===== src/rtl/spi_sample_seq_pkg.sv =====
// Shared constants and state encoding for the SPI sample sequencer.
// SB_SPI register map, status bit positions and chip-select values.
package spi_sample_seq_pkg;

    localparam logic [7:0] REG_CR1  = 8'h09;
    localparam logic [7:0] REG_CR2  = 8'h0A;
    localparam logic [7:0] REG_BR   = 8'h0B;
    localparam logic [7:0] REG_SR   = 8'h0C;
    localparam logic [7:0] REG_TXDR = 8'h0D;
    localparam logic [7:0] REG_RXDR = 8'h0E;
    localparam logic [7:0] REG_CSR  = 8'h0F;

    localparam int SR_TIP  = 7;
    localparam int SR_TRDY = 4;
    localparam int SR_RRDY = 3;

    localparam logic [7:0] CR1_SPE     = 8'h80;
    localparam logic [7:0] CSR_ASSERT  = 8'hFE;
    localparam logic [7:0] CSR_RELEASE = 8'hFF;

    typedef enum logic [3:0] {
        ST_INIT_CR1,
        ST_INIT_CR2,
        ST_INIT_BR,
        ST_INIT_CSR,
        ST_IDLE,
        ST_CS_LO,
        ST_WAIT_TRDY,
        ST_TX_HI,
        ST_TX_LO,
        ST_WAIT_RRDY,
        ST_RD_RXDR,
        ST_WAIT_TIP,
        ST_CS_HI
    } state_t;

endpackage


===== src/rtl/spi_bus_access.sv =====
// Single-access handshake engine for the SPI wrapper's processor port.
// Holds cs/we/addr/din until bus_rdy, then drops cs for one cycle before the next access.
module spi_bus_access (
    input  logic       clk,
    input  logic       rst_n,
    input  logic       start,
    input  logic       we,
    input  logic [7:0] addr,
    input  logic [7:0] wdata,
    output logic       done,
    output logic [7:0] rdata,
    output logic       bus_cs,
    output logic       bus_we,
    output logic [7:0] bus_addr,
    output logic [7:0] bus_din,
    input  logic [7:0] bus_dout,
    input  logic       bus_rdy
);

    always_ff @(posedge clk or negedge rst_n) begin
        if (!rst_n) begin
            bus_cs   <= 1'b0;
            bus_we   <= 1'b0;
            bus_addr <= 8'h00;
            bus_din  <= 8'h00;
        end else if (bus_cs) begin
            if (bus_rdy) begin
                bus_cs <= 1'b0;
            end
        end else if (start) begin
            bus_cs   <= 1'b1;
            bus_we   <= we;
            bus_addr <= addr;
            bus_din  <= wdata;
        end
    end

    // The caller advances on this edge; the cs-low cycle that follows is the inter-access gap.
    assign done  = bus_cs & bus_rdy;
    assign rdata = bus_dout;

endmodule


===== src/rtl/spi_sample_sequencer.sv =====
// Turns 16-bit stream samples into SB_SPI register accesses (two MSB-first bytes framed by CSR).
// Define SPI_SAMPLE_SEQ_READBACK_EN to also read back RXDR and expose rx_data/rx_valid.
module spi_sample_sequencer
    import spi_sample_seq_pkg::*;
#(
    parameter logic [7:0] BR_DIV     = 8'h02,
    parameter logic [7:0] SPICR2_VAL = 8'hC0,
    parameter int         POLL_LIMIT = 16
) (
    input  logic        clk,
    input  logic        rst_n,
    input  logic        s_valid,
    output logic        s_ready,
    input  logic [15:0] s_data,
    output logic        bus_cs,
    output logic        bus_we,
    output logic [7:0]  bus_addr,
    output logic [7:0]  bus_din,
    input  logic [7:0]  bus_dout,
    input  logic        bus_rdy,
    output logic        init_done,
    output logic        busy,
    output logic        err
`ifdef SPI_SAMPLE_SEQ_READBACK_EN
    ,
    output logic [15:0] rx_data,
    output logic        rx_valid
`endif
);

    localparam int POLL_W = $clog2(POLL_LIMIT);

    state_t            state_reg;
    logic [15:0]       sample_reg;
    logic              hi_done_reg;
    logic [POLL_W-1:0] poll_cnt_reg;

    logic       acc_start;
    logic       acc_we;
    logic [7:0] acc_addr;
    logic [7:0] acc_wdata;
    logic       done;
    logic [7:0] rdata;
    logic       poll_last;
    logic       unused_rdata;

    assign poll_last    = (poll_cnt_reg == POLL_W'(POLL_LIMIT - 1));
    assign unused_rdata = ^rdata;

    spi_bus_access u_bus (
        .clk      (clk),
        .rst_n    (rst_n),
        .start    (acc_start),
        .we       (acc_we),
        .addr     (acc_addr),
        .wdata    (acc_wdata),
        .done     (done),
        .rdata    (rdata),
        .bus_cs   (bus_cs),
        .bus_we   (bus_we),
        .bus_addr (bus_addr),
        .bus_din  (bus_din),
        .bus_dout (bus_dout),
        .bus_rdy  (bus_rdy)
    );

    // Each non-idle state is exactly one register access; polls repeat the same state.
    always_comb begin
        acc_start = 1'b1;
        acc_we    = 1'b0;
        acc_addr  = REG_SR;
        acc_wdata = 8'h00;
        case (state_reg)
            ST_INIT_CR1: begin acc_we = 1'b1; acc_addr = REG_CR1;  acc_wdata = CR1_SPE;           end
            ST_INIT_CR2: begin acc_we = 1'b1; acc_addr = REG_CR2;  acc_wdata = SPICR2_VAL;        end
            ST_INIT_BR:  begin acc_we = 1'b1; acc_addr = REG_BR;   acc_wdata = BR_DIV;            end
            ST_INIT_CSR: begin acc_we = 1'b1; acc_addr = REG_CSR;  acc_wdata = CSR_RELEASE;       end
            ST_CS_LO:    begin acc_we = 1'b1; acc_addr = REG_CSR;  acc_wdata = CSR_ASSERT;        end
            ST_TX_HI:    begin acc_we = 1'b1; acc_addr = REG_TXDR; acc_wdata = sample_reg[15:8];  end
            ST_TX_LO:    begin acc_we = 1'b1; acc_addr = REG_TXDR; acc_wdata = sample_reg[7:0];   end
            ST_CS_HI:    begin acc_we = 1'b1; acc_addr = REG_CSR;  acc_wdata = CSR_RELEASE;       end
            ST_RD_RXDR:  begin acc_addr = REG_RXDR; end
            ST_WAIT_TRDY, ST_WAIT_RRDY, ST_WAIT_TIP: begin end
            default:     begin acc_start = 1'b0; end
        endcase
    end

    always_ff @(posedge clk or negedge rst_n) begin
        if (!rst_n) begin
            state_reg    <= ST_INIT_CR1;
            sample_reg   <= 16'h0000;
            hi_done_reg  <= 1'b0;
            poll_cnt_reg <= '0;
            s_ready      <= 1'b0;
            init_done    <= 1'b0;
            busy         <= 1'b0;
            err          <= 1'b0;
`ifdef SPI_SAMPLE_SEQ_READBACK_EN
            rx_data      <= 16'h0000;
            rx_valid     <= 1'b0;
`endif
        end else begin
`ifdef SPI_SAMPLE_SEQ_READBACK_EN
            rx_valid <= 1'b0;
`endif
            case (state_reg)
                ST_INIT_CR1: if (done) state_reg <= ST_INIT_CR2;
                ST_INIT_CR2: if (done) state_reg <= ST_INIT_BR;
                ST_INIT_BR:  if (done) state_reg <= ST_INIT_CSR;
                ST_INIT_CSR: if (done) begin
                    state_reg <= ST_IDLE;
                    init_done <= 1'b1;
                    s_ready   <= 1'b1;
                end
                ST_IDLE: if (s_valid && s_ready) begin
                    sample_reg  <= s_data;
                    s_ready     <= 1'b0;
                    busy        <= 1'b1;
                    hi_done_reg <= 1'b0;
                    state_reg   <= ST_CS_LO;
                end
                ST_CS_LO: if (done) begin
                    poll_cnt_reg <= '0;
                    state_reg    <= ST_WAIT_TRDY;
                end
                ST_WAIT_TRDY: if (done) begin
                    if (rdata[SR_TRDY]) begin
                        state_reg <= hi_done_reg ? ST_TX_LO : ST_TX_HI;
                    end else if (poll_last) begin
                        err       <= 1'b1;
                        state_reg <= ST_CS_HI;
                    end else begin
                        poll_cnt_reg <= poll_cnt_reg + 1'b1;
                    end
                end
                ST_TX_HI: if (done) begin
                    poll_cnt_reg <= '0;
`ifdef SPI_SAMPLE_SEQ_READBACK_EN
                    state_reg    <= ST_WAIT_RRDY;
`else
                    hi_done_reg  <= 1'b1;
                    state_reg    <= ST_WAIT_TRDY;
`endif
                end
                ST_TX_LO: if (done) begin
                    poll_cnt_reg <= '0;
`ifdef SPI_SAMPLE_SEQ_READBACK_EN
                    state_reg    <= ST_WAIT_RRDY;
`else
                    state_reg    <= ST_WAIT_TIP;
`endif
                end
`ifdef SPI_SAMPLE_SEQ_READBACK_EN
                ST_WAIT_RRDY: if (done) begin
                    if (rdata[SR_RRDY]) begin
                        state_reg <= ST_RD_RXDR;
                    end else if (poll_last) begin
                        err       <= 1'b1;
                        state_reg <= ST_CS_HI;
                    end else begin
                        poll_cnt_reg <= poll_cnt_reg + 1'b1;
                    end
                end
                ST_RD_RXDR: if (done) begin
                    rx_data      <= {rx_data[7:0], rdata};
                    poll_cnt_reg <= '0;
                    hi_done_reg  <= 1'b1;
                    state_reg    <= hi_done_reg ? ST_WAIT_TIP : ST_WAIT_TRDY;
                end
`endif
                ST_WAIT_TIP: if (done) begin
                    if (!rdata[SR_TIP]) begin
                        state_reg <= ST_CS_HI;
                    end else if (poll_last) begin
                        err       <= 1'b1;
                        state_reg <= ST_CS_HI;
                    end else begin
                        poll_cnt_reg <= poll_cnt_reg + 1'b1;
                    end
                end
                ST_CS_HI: if (done) begin
                    busy      <= 1'b0;
                    s_ready   <= 1'b1;
                    state_reg <= ST_IDLE;
`ifdef SPI_SAMPLE_SEQ_READBACK_EN
                    rx_valid  <= 1'b1;
`endif
                end
                default: state_reg <= ST_INIT_CR1;
            endcase
        end
    end

endmodule

===== config.mk =====
export PLATFORM = sky130hd
export DESIGN_NAME = spi_sample_sequencer
export DESIGN_NICKNAME = d
export VERILOG_FILES = /design/src/rtl/spi_sample_seq_pkg.sv /design/src/rtl/spi_bus_access.sv /design/src/rtl/spi_sample_sequencer.sv
export SDC_FILE = /design/constraint.sdc
export NUM_CORES = 1
export LEC_CHECK = 0
export CAP_MARGIN = 20
export CORE_MARGIN = 4
export CORE_UTILIZATION = 55
export CTS_CLUSTER_DIAMETER = 30
export DETAILED_ROUTE_END_ITERATION = 7
export GPL_TIMING_DRIVEN = 0
export PLACE_DENSITY = 0.86
export SLEW_MARGIN = 20
export SYNTH_ARGS = -nofsm -noshare
export SYNTH_HDL_FRONTEND = slang
export SYNTH_SLANG_ARGS = --single-unit

===== constraint.sdc =====
create_clock -name clk -period 2.8 [get_ports clk]
set_clock_uncertainty 0.15 [all_clocks]
set_input_delay 0.56 -clock clk [delete_from_list [all_inputs] [get_ports clk]]
set_output_delay 0.56 -clock clk [all_outputs]
set_load 0.1 [all_outputs]

Word-level counts from Yosys, hierarchy flattened
Cells that the tools add are included.
- flip-flop bits (word level): 47
- bits of input ports: 28
- output and inout port bits: 22
- word-level logic and storage cells: 106
- $add $sub $neg: 1
- eq/ne operators: 27
- multiplexer cells: 41
- bitwise gates (word level): 2
- reduce and logical (&&, ||, !) cells: 23
- operators with widths (cell ; number):
    2-to-1 mux 4 bit ; 19
    one-hot mux 8 bit (7 select lines) ; 1
    one-hot mux 4 bit (9 select lines) ; 1
    == test 4 bit, second input constant ; 6
    inequality test 2 bit, second input constant ; 11
    one-hot mux 3 bit (6 select lines) ; 1
    == test 4 x 3 -> 1 bit, second input constant ; 4
    2-to-1 mux 1 bit ; 14
    one-hot mux 4 bit (3 select lines) ; 1
    OR reduction 12 bit ; 1
    AND reduction 3 bit ; 3
    AND reduction 9 bit ; 1
    == test 4 x 2 -> 1 bit, second input constant ; 2
    one-hot mux 1 bit (2 select lines) ; 4
    nonzero test 2 bit ; 4
    OR reduction 8 bit ; 1
    inequality test 2 x 1 -> 1 bit, second input constant ; 3
    AND reduction 2 bit ; 3
    AND reduction 6 bit ; 1
    OR reduction 2 bit ; 3
    OR reduction 3 bit ; 2
    AND reduction 5 bit ; 1
    adder 4 x 1 -> 4 bit, second input constant ; 1
    == test 4 x 1 -> 1 bit, second input constant ; 1
    5 further kinds ; 5

Depth between registers and ports, before layout
- depth after elaboration: 5
- gate-level depth with buffers: 7
- depth with buffers taken out: 6

Hierarchy
A second synthesis with hierarchy kept.
- cell total of the unflattened synthesis: 246
- area total of the unflattened synthesis: 2712.6 µm²
- modules (own cells, without submodules) (module ; instances ; cells each ; area an instance (µm²) ; seq. area each (µm²)):
    spi_sample_sequencer ; 1 ; 197 ; 1926.8 ; 725.7
    spi_bus_access ; 1 ; 49 ; 785.8 ; 450.4

Worst setup path after synthesis
Ideal clock, no wire load.
- path type: flip-flop to flip-flop
- start: reg u_bus.bus_cs
- end: reg poll_cnt_reg[0]
- library setup time: 0.125 ns
- data arrival time: 1.908 ns
- data required time: 2.525 ns
- slack: 0.617 ns
- cell stages (with the launch flop): 6
- buffers on the path: 0
- clock period less this slack: 2.183 ns
- cell sequence: dfrtp_1 > nand2_1 > o21ai_1 > a21oi_1 > o21ai_0 > o21ai_1
- longest elaborated chain between the ends: 3
- RTL lines (item ; line ; source):
    from (decl) ; spi_bus_access.sv:12 ; output logic bus_cs,
    from (signal assigned) ; spi_bus_access.sv:22 ; bus_cs <= 1'b0;
    from (signal assigned) ; spi_bus_access.sv:28 ; bus_cs <= 1'b0;
    from (signal assigned) ; spi_bus_access.sv:31 ; bus_cs <= 1'b1;
    bitwise AND 1 bit * ; spi_bus_access.sv:39 ; assign done = bus_cs & bus_rdy;
    inequality test 2 x 1 -> 1 bit (no source line) / inequality test 2 bit (equally long branches) ; - ;
    AND reduction 6 bit (no source line) * ; - ;
    to (signal assigned) ; spi_sample_sequencer.sv:133 ; poll_cnt_reg <= poll_cnt_reg + 1'b1;
    to (signal assigned) ; spi_sample_sequencer.sv:178 ; poll_cnt_reg <= poll_cnt_reg + 1'b1;
    to (decl) ; spi_sample_sequencer.sv:36 ; logic [POLL_W-1:0] poll_cnt_reg;
Mark *: on every way between the ends. The rest lies on a longest branch, timed or not.
A chain may end at the register's enable or synchronous reset.

Final worst setup path
- start: reg u_bus.bus_cs
- end: out bus_cs
- RTL lines (item ; line ; source):
    to (decl) ; spi_sample_sequencer.sv:15 ; output logic bus_cs,
No word-level cell between the ends.

==> results.toml <==
[grt]
antenna_found_initial = 0
grtUsageTotal_pct = 20.9
grt_max_degree = 29
first_global_vias = 1916
grt-ovfl-total = 0
grt_first_pass_wirelength_um = 8880

[cts]
cts_hold_buffers = 0
cts.sinks = 43
clk_pin_slew_ns = 0.09
cts_setup_buffers = 0
clockRootBuffer = "clkbuf_8"
clockBufferDepth = 2
cts_tree = "built"
numCtsBuffers = 5
postCtsResizedCells = 0
clock_latency_ns = 0.30
ctsHtreeMaxLevel = 2

[status]
status = "completed"

[logic_synthesis]
synth.distinct_cells = 58
ys_seq_area_share_pct = 44.8
synth_common_cells = "43 x dfrtp_1, 17 x a21oi_1, 17 x nor2_1, 17 x o21ai_0, 14 x nand2_1"
synth_flop_cell = "dfrtp_1"
synthArstFlopShare_pct = 100
yosysTopAreaCell = "dfrtp_1"
ys_seq_elements = 43
syn-cell-area_sq_um = 2400
synth_edf_count = 0
netlist_top_cells_area = "dfrtp_1 45%, mux2_4 5.0%, mux2_2 3.8%"
yosysMostFrequentCell = "dfrtp_1"
synth_warnings = 0
synth_top_area_share_pct = 44.8
synthCells = 236
syn_area_per_cell_sq_um = 10.2

[placement]
gp_congestion = 0.871
place_area_sq_um = 2880
hpwl_um = 3990
portBuffers = 39

[critical_path]
timing.critical_path.buf_inv = 1
worstPathRequired_ns = 2.09
worstSetupEndpointType = "primary output"
max_stage_delay_ns = 1.17
cp-start-kind = "flip-flop"
critPathSlowestCell = "clkdlybuf4s50_1"
crit_family = "buffers and inverters"
crit_fanout = 7
critPathKind = "reg -> out"
cp_cell_sequence = "clkdlybuf4s50_1"
cp.arrival_ns = 1.92

[route]
wl_um = 5440
wl_per_cell_um = 16.1
vias = 2000
viasPerCell = 5.93
drt_iter0_drc = 145
drc = 0
antenna_left = 0
dr.pass1.iters = 4

[floorplan]
fp.dieH_um = 74.1
rows = 23
coreArea_sq_um = 4120
fp.dieArea_sq_um = 5490
fp.dieW_um = 74.1
start_util_pct = 58.3
ioPinCount = 50

[hold_path]
hold_class = "in -> async"

[pwr]
peakVddDrop_v = 0.000946
power_density_nw_per_um2 = 1270
p_total_mw = 3.79
p_leak_nw = 1.31

[finish]
insertedDiodeCount = 0
fin_area_sq_um = 2990
nNetsFinal = 315
syn2layout_area_growth_pct = 24.6
largest_reg_flops = 16
drive_gt1_share_pct = 18.1

[sta]
rsz0062_at_grt = "false"
maxSlewViolCount = 0
relSlewSlack_pct = 34.6
post-route-period-util_pct = 93.8
finalHoldViolations = 0
setup_viol = 0
fmax_mhz = 381
worstMarginPinSlew_ns = 0.978
min_period_ns = 2.63

[run]
cap_violations = 0
[final timing paths]
check,slack [ns],cells past startpoint,start,end
setup / recovery,0.17,1,u_bus.bus_cs,bus_cs
hold / removal,0.02,1,rst_n,err
setup reg to reg,0.90,5,state_reg[0],u_bus.bus_din[7]
hold reg to reg,0.31,1,err,err
max in group asynchronous,2.01,2,rst_n,u_bus.bus_din[4]
min in group clk,0.31,1,err,err
[final cells by class]
type	instances	area, sq um
plain buffers	20	123
inverters	5	18.8
clock inverters	3	43.8
multi-input cells	171	1190
repair buffers	40	405
flip-flops and latches	43	1080
clock buffers	5	68.8
fillers	319	1120
well taps	50	62.6
[power by group]
group | switching [mW] | internal [mW] | leakage (nW)
Sequential | 0.157 | 0.861 | 0.539
Clock | 0.218 | 0.266 | 0.0581
Combinational | 1.51 | 0.783 | 0.712
[layout by cell type (no fill, tap or decap), types with 6 or more instances in the layout]
cell,n
dfrtp_1,43
clkdlybuf4s50_1,38
nor2_1,17
o21ai_0,17
a21oi_1,17
nand2_1,14
nand2b_1,10
buf_2,9
mux2_4,8
a22o_1,8
mux2_2,8
o22ai_1,7
buf_4,6
[cells by family (layout without fill, tap and decap cells)]
kind of cell	after synthesis	in the layout	share of synthesized area, %
mux	16	16	8.75
compound gates	85	85	24.1
simple gates	63	63	15.1
flops	43	43	44.8
fa+ha+maj	1	1	0.521
buf+inv	25	73	5.89
other cells	1	4	0.156
xor+xnor	2	2	0.730
[stage by stage]
step                hold WS, ns  util [%]  setup TNS (ns)  instances  setup slack, ns
floorplan                 0.114         -               0        239            0.617
global placement          0.288      69.6           -2.86        328          -0.0681
detailed placement        0.297      70.0               0        329            0.494
CTS                      0.0305      72.7               0        337            0.171
global route             0.0386      72.7               0        337            0.123
finish                   0.0194      72.7               0        337            0.173
[routing by layer]
metal,GRT usage (%),share of wire (%)
met2,36.1,48
met5,0,0
met3,3.92,4.9
met1,27.4,46
met4,4.83,0.97
(Power assumes the default switching activity.)
